===== src/rtl/amstrad_ram_arbiter.sv =====
// Single-port RAM/ROM arbiter: grants video, CPU or DMA one access at a time,
// holds the memory strobes for LAT cycles, returns read data and a one-cycle ack.
module amstrad_ram_arbiter #(
  parameter int unsigned ADDR_W     = 23,
  parameter int unsigned LAT        = 2,
  parameter int unsigned STARVE_MAX = 3
) (
  input  logic              CLK,
  input  logic              reset,
  input  logic              vid_req,
  input  logic [ADDR_W-1:0] vid_addr,
  output logic [7:0]        vid_dout,
  output logic              vid_ack,
  input  logic              cpu_req,
  input  logic              cpu_we,
  input  logic [ADDR_W-1:0] cpu_addr,
  input  logic [7:0]        cpu_din,
  output logic [7:0]        cpu_dout,
  output logic              cpu_ack,
  input  logic              dma_req,
  input  logic              dma_we,
  input  logic [ADDR_W-1:0] dma_addr,
  input  logic [7:0]        dma_din,
  output logic [7:0]        dma_dout,
  output logic              dma_ack,
  output logic [ADDR_W-1:0] mem_addr,
  output logic [7:0]        mem_din,
  input  logic [7:0]        mem_dout,
  output logic              mem_oe,
  output logic              mem_we,
  output logic              busy
);

  localparam logic [3:0] LAT_LOAD   = 4'(LAT - 1);
  localparam logic [3:0] STARVE_TOP = 4'(STARVE_MAX);

  typedef enum logic [1:0] {IDLE, ACCESS, DONE} state_t;
  typedef enum logic [1:0] {OWN_NONE, OWN_VID, OWN_CPU, OWN_DMA} owner_t;

  state_t     state;
  owner_t     owner;
  logic [3:0] lat_cnt;
  logic [3:0] starve_cnt;

  logic dma_starved;
  logic grant_vid;
  logic grant_cpu;
  logic grant_dma;

  // Priority decode: video first, starved DMA next, then CPU, then DMA.
  always_comb begin
    dma_starved = dma_req && (starve_cnt == STARVE_TOP);
    grant_vid   = vid_req;
    grant_dma   = !vid_req && dma_req && (dma_starved || !cpu_req);
    grant_cpu   = !vid_req && cpu_req && !dma_starved;
  end

  // Arbitration FSM with registered strobes, acks and per-requester read data.
  always_ff @(posedge CLK) begin
    if (reset) begin
      state      <= IDLE;
      owner      <= OWN_NONE;
      lat_cnt    <= 4'd0;
      starve_cnt <= 4'd0;
      vid_ack    <= 1'b0;
      cpu_ack    <= 1'b0;
      dma_ack    <= 1'b0;
      mem_oe     <= 1'b0;
      mem_we     <= 1'b0;
      busy       <= 1'b0;
      mem_addr   <= '0;
      mem_din    <= 8'd0;
      vid_dout   <= 8'd0;
      cpu_dout   <= 8'd0;
      dma_dout   <= 8'd0;
    end else begin
      vid_ack <= 1'b0;
      cpu_ack <= 1'b0;
      dma_ack <= 1'b0;
      case (state)
        IDLE: begin
          if (!dma_req) starve_cnt <= 4'd0;
          if (grant_vid) begin
            owner    <= OWN_VID;
            mem_addr <= vid_addr;
            mem_oe   <= 1'b1;
            mem_we   <= 1'b0;
          end else if (grant_dma) begin
            owner      <= OWN_DMA;
            mem_addr   <= dma_addr;
            mem_din    <= dma_din;
            mem_we     <= dma_we;
            mem_oe     <= !dma_we;
            starve_cnt <= 4'd0;
          end else if (grant_cpu) begin
            owner    <= OWN_CPU;
            mem_addr <= cpu_addr;
            mem_din  <= cpu_din;
            mem_we   <= cpu_we;
            mem_oe   <= !cpu_we;
            if (dma_req && (starve_cnt < STARVE_TOP)) starve_cnt <= starve_cnt + 4'd1;
          end
          if (vid_req || cpu_req || dma_req) begin
            lat_cnt <= LAT_LOAD;
            busy    <= 1'b1;
            state   <= ACCESS;
          end
        end
        ACCESS: begin
          if (lat_cnt == 4'd0) begin
            case (owner)
              OWN_VID: begin
                vid_dout <= mem_dout;
                vid_ack  <= 1'b1;
              end
              OWN_CPU: begin
                if (mem_oe) cpu_dout <= mem_dout;
                cpu_ack <= 1'b1;
              end
              OWN_DMA: begin
                if (mem_oe) dma_dout <= mem_dout;
                dma_ack <= 1'b1;
              end
              default: ;
            endcase
            mem_oe <= 1'b0;
            mem_we <= 1'b0;
            state  <= DONE;
          end else begin
            lat_cnt <= lat_cnt - 4'd1;
          end
        end
        DONE: begin
          busy  <= 1'b0;
          owner <= OWN_NONE;
          state <= IDLE;
        end
        default: state <= IDLE;
      endcase
    end
  end

endmodule


===== config.mk =====
export PLATFORM = sky130hd
export DESIGN_NAME = amstrad_ram_arbiter
export DESIGN_NICKNAME = d
export VERILOG_FILES = /design/src/rtl/amstrad_ram_arbiter.sv
export SDC_FILE = /design/constraint.sdc
export NUM_CORES = 1
export LEC_CHECK = 0
export ABC_AREA = 0
export CAP_MARGIN = 20
export CORE_ASPECT_RATIO = 1.2
export CORE_MARGIN = 2
export CORE_UTILIZATION = 30
export CTS_BUF_LIST = sky130_fd_sc_hd__clkbuf_8
export DETAILED_ROUTE_END_ITERATION = 6
export SLEW_MARGIN = 20
export SYNTH_ARGS = -nofsm -noshare
export SYNTH_HDL_FRONTEND = slang
export SYNTH_SLANG_ARGS = --single-unit

===== constraint.sdc =====
create_clock -name CLK -period 1.5 [get_ports CLK]
set_input_delay 0.3 -clock CLK [delete_from_list [all_inputs] [get_ports CLK]]
set_output_delay 0.3 -clock CLK [all_outputs]
set_load 0.005 [all_outputs]

==> results of run 1 <==
==> sequential cells by signal (all words and copies together) (netlist names), 2 cells and up <==
name / flops
starve_cnt: 4
lat_cnt: 4
cpu_dout: 8
mem_din: 8
vid_dout: 8
dma_dout: 8
state: 2
mem_addr: 23
owner: 2
==> cells by family after synthesis <==
| logic type | Yosys count | share of synthesized area |
|---|---|---|
| fa+ha+maj | 3 | 0.01075 |
| mux | 33 | 0.09462 |
| buf+inv | 28 | 0.04695 |
| xor+xnor | 2 | 0.005019 |
| simple gates | 120 | 0.1681 |
| flops | 73 | 0.4186 |
| compound gates | 79 | 0.2559 |
==> path summary, 6_finish.rpt <==
path | from | endpoint
worst max-delay path | starve_cnt[1]$_SDFFE_PP0P_ | mem_we$_SDFFE_PP0P_
worst min-delay path | reset | mem_addr[18]$_SDFFE_PP0P_
worst max register to register | starve_cnt[1]$_SDFFE_PP0P_ | mem_we$_SDFFE_PP0P_
worst min register to register | mem_din[7]$_SDFFE_PP0P_ | mem_din[7]$_SDFFE_PP0P_
==> cell usage in the layout, fill, tap and decap left out, types with 3 or more instances in the layout <==
| cell | Yosys | routed |
|---|---|---|
| sky130_fd_sc_hd__dfxtp_2 | 0 | 16 |
| sky130_fd_sc_hd__a221oi_2 | 22 | 22 |
| sky130_fd_sc_hd__nor2b_1 | 5 | 3 |
| sky130_fd_sc_hd__and2_1 | 4 | 3 |
| sky130_fd_sc_hd__buf_6 | 6 | 12 |
| sky130_fd_sc_hd__nand2_1 | 32 | 28 |
| sky130_fd_sc_hd__a211oi_2 | 22 | 23 |
| sky130_fd_sc_hd__clkdlybuf4s50_1 | 0 | 96 |
| sky130_fd_sc_hd__o2bb2ai_1 | 8 | 6 |
| sky130_fd_sc_hd__clkbuf_8 | 0 | 10 |
| sky130_fd_sc_hd__nand2_4 | 1 | 5 |
| sky130_fd_sc_hd__o21ai_0 | 3 | 3 |
| sky130_fd_sc_hd__a21oi_1 | 6 | 5 |
| sky130_fd_sc_hd__dfxtp_1 | 73 | 57 |
| sky130_fd_sc_hd__dlygate4sd2_1 | 0 | 48 |
| sky130_fd_sc_hd__dlymetal6s2s_1 | 0 | 14 |
| sky130_fd_sc_hd__nor2_1 | 56 | 55 |
| sky130_fd_sc_hd__nor3_1 | 4 | 4 |
| sky130_fd_sc_hd__buf_12 | 0 | 7 |
| sky130_fd_sc_hd__clkbuf_16 | 0 | 3 |
| sky130_fd_sc_hd__buf_4 | 0 | 31 |
| sky130_fd_sc_hd__mux2i_1 | 33 | 29 |
| sky130_fd_sc_hd__inv_1 | 5 | 3 |
==> layout make-up <==
class	count	area, sq um	area share
Inverter	5	18.77	0.003063
Clock buffer	10	137.6	0.02246
Multi-Input combinational cell	237	2048	0.3343
Timing Repair Buffer	214	2177	0.3553
Sequential cell	73	1481	0.2418
Tap cell	157	196.4	0.03206
Clock inverter	6	67.56	0.01103
==> critical path, stage by stage, from the launching register on <==
cell and delay [ns]:
sky130_fd_sc_hd__dfxtp_2 0.34, sky130_fd_sc_hd__ha_4 0.16, sky130_fd_sc_hd__buf_6 0.11, sky130_fd_sc_hd__buf_6 0.10, sky130_fd_sc_hd__and4bb_4 0.20, sky130_fd_sc_hd__or3b_1 0.38
sky130_fd_sc_hd__a21o_1 0.21, sky130_fd_sc_hd__buf_4 0.13, sky130_fd_sc_hd__a2bb2o_4 0.18
==> routing by layer <==
layer,vias to the layer above,track usage,part of all wire,wire [um]
met5,-,0,0,0
met4,0,0.05917,0.017,193
met3,13,0.05164,0.079,921
met2,130,0.3174,0.50,5836
met1,1556,0.2038,0.40,4713
li1,1640,-,-,-
==> timing repair <==
action,in CTS,in global routing
pin swaps,7,16
gates resized for setup,77,50
endpoints found under the setup margin,109,79
gates cloned,2,4
buffers inserted,4,6
==> power by group through the flow <==
stage	logic [W]	clock network, W	registers (W)
floorplan	0.000806	0	0.00227
global placement	0.00172	0	0.00226
detailed placement	0.00174	0	0.00227
CTS	0.00172	0.00165	0.00223
global route	0.00199	0.00173	0.00226
finish	0.00184	0.00158	0.00223
==> through the flow <==
step	hold slack (ns)	cell area (sq um)	utilization	TNS [ns]
floorplan	0.3871	3496	-	-1.743
global placement	0.4467	5529	0.4825	-14.39
detailed placement	0.4467	5529	0.4825	-16.60
CTS	0.3280	5834	0.5091	-9.519
global route	0.3466	6127	0.5347	-11.72
finish	0.3425	6127	0.5347	-8.814
==> load_flow_metrics.sql, run 1 <==
INSERT INTO impl_metrics (metric_group, metric, value, unit) VALUES
('outcome', 'run_status', 'finished, violations left', ''),
('outcome', 'failing_checks', 'setup timing', ''),
('sta', 'worst_slew_pin_slew', '0.4009', 'ns'),
('worst_hold_path', 'holdPathStages', '3', ''),
('sta', 'achievable-frequency', '539.6', 'MHz'),
('finish', 'area_delta_synth_final', '75.52', '%'),
('sta', 'final_max_slew_viol_count', '0', ''),
('worst_setup_path', 'worstSetupStartpointType', 'flip-flop', ''),
('worst_setup_path', 'path_class', 'flip-flop to flip-flop', ''),
('logic_synthesis', 'async_flop_share', '0', ''),
('sta', 'post-route-worst-setup-slack', '-0.3534', 'ns'),
('pwr', 'internal_power', '0.003955', 'W'),
('placed_design', 'detailedPlacementHpwl', '8030', 'um'),
('die', 'initial_core_util', '0.3046', ''),
('pwr', 'power', '0.005652', 'W'),
('sta', 'skew', '0.009573', 'ns'),
('logic_synthesis', 'synth_top_area_share', '0.4186', ''),
('logic_synthesis', 'netlist_area', '3491', 'sq um'),
('worst_hold_path', 'min_path_type', 'primary input to flip-flop', ''),
('placed_design', 'io_buffers', '160', ''),
('die', 'io_pins', '161', ''),
('pwr', 'total_switching_power', '0.001698', 'W'),
('clock_tree', 'clockBufferDepth', '2', ''),
('placed_design', 'place_inst', '674', ''),
('clock_tree', 'h-tree-depth', '3', ''),
('die', 'core_area', '11460', 'sq um'),
('placed_design', 'pre_cts_slack', '-0.4892', 'ns'),
('global_routing', 'track_usage', '0.1791', ''),
('global_routing', 'grt_antenna_before_repair', '0', ''),
('worst_setup_path', 'timing.critical_path.fanout_max', '3', ''),
('route', 'detail-route-antenna-nets', '0', ''),
('die', 'die-width', '102.5', 'um'),
('worst_setup_path', 'worst_ep_required_time', '1.79', 'ns'),
('die', 'die-area', '12520', 'sq um'),
('pwr', 'power_leakage', '2.886', 'nW'),
('clock_tree', 'post_cts_hold_buffer_count', '0', ''),
('worst_setup_path', 'r2r.worst_path.cells', '8', ''),
('die', 'vertical_die_dimension', '122.2', 'um'),
('logic_synthesis', 'cell_types_occupying_the_most_area_after_synthesis', 'sky130_fd_sc_hd__dfxtp_1, sky130_fd_sc_hd__a221oi_2, sky130_fd_sc_hd__mux2i_1', ''),
('finish', 'final_instance_count_without_filler_cells', '702', ''),
('sta', 'rsz_0062_raised_after_global_routing', 'yes', ''),
('finish', 'antennaDiodeCount', '0', ''),
('worst_setup_path', 'setup.reg_to_reg.worst_slack', '-0.35', 'ns'),
('sta', 'max_slew_margin', '0.7317', ''),
('route', 'drt_first_pass_iters', '6', ''),
('logic_synthesis', 'synth.avg_cell_area', '10.33', 'sq um'),
('pwr', 'worst_ir_drop_vdd', '0.4525', 'mV'),
('sta', 'timing.final.hold_violations', '0', ''),
('clock_tree', 'cts_made_buffers', '9', ''),
('job', 'timing.max_cap.violations', '0', ''),
('pwr', 'sequentialPowerShare', '0.395', ''),
('logic_synthesis', 'ys_warn_count', '0', ''),
('sta', 'post-route-period-util', '1.236', ''),
('route', 'routed_wire_length_per_instance', '16.62', 'um'),
('pwr', 'power_per_cell_area', '922.5', 'nW/um^2'),
('clock_tree', 'clock-sinks', '73', ''),
('pwr', 'pwr-share-comb', '0.325', ''),
('logic_synthesis', 'synth-seq-cells', '73', ''),
('clock_tree', 'tritoncts', 'yes', ''),
('finish', 'n_fill_cell', '1056', ''),
('logic_synthesis', 'synth-seq-area-share', '0.4186', ''),
('die', 'placementRows', '43', ''),
('logic_synthesis', 'synth_ff_type', 'sky130_fd_sc_hd__dfxtp_1', ''),
('logic_synthesis', 'number_of_different_library_cells_in_the_post_synthesis_netlist', '46', ''),
('global_routing', 'first_global_vias', '3391', ''),
('global_routing', 'grt_max_degree', '24', ''),
('logic_synthesis', 'syn_nets', '441', ''),
('logic_synthesis', 'post_synth_inst_count', '338', ''),
('route', 'detailed_route_drc_error_count', '0', ''),
('sta', 'setup_violations', '34', ''),
('clock_tree', 'cts_root_buf', 'sky130_fd_sc_hd__clkbuf_8', '');
(Power assumes the default switching activity.)
==> run 2: changes to the inputs <==
--- a/config.mk
+++ b/config.mk
@@ -11,6 +11,7 @@
 export CORE_MARGIN = 2
 export CORE_UTILIZATION = 30
 export CTS_BUF_LIST = sky130_fd_sc_hd__clkbuf_8
+export CTS_CLUSTER_DIAMETER = 100
 export DETAILED_ROUTE_END_ITERATION = 6
 export SLEW_MARGIN = 20
 export SYNTH_ARGS = -nofsm -noshare
==> results of run 2 <==
No change in the layout: final DEF, timing and power equal those of run 1.
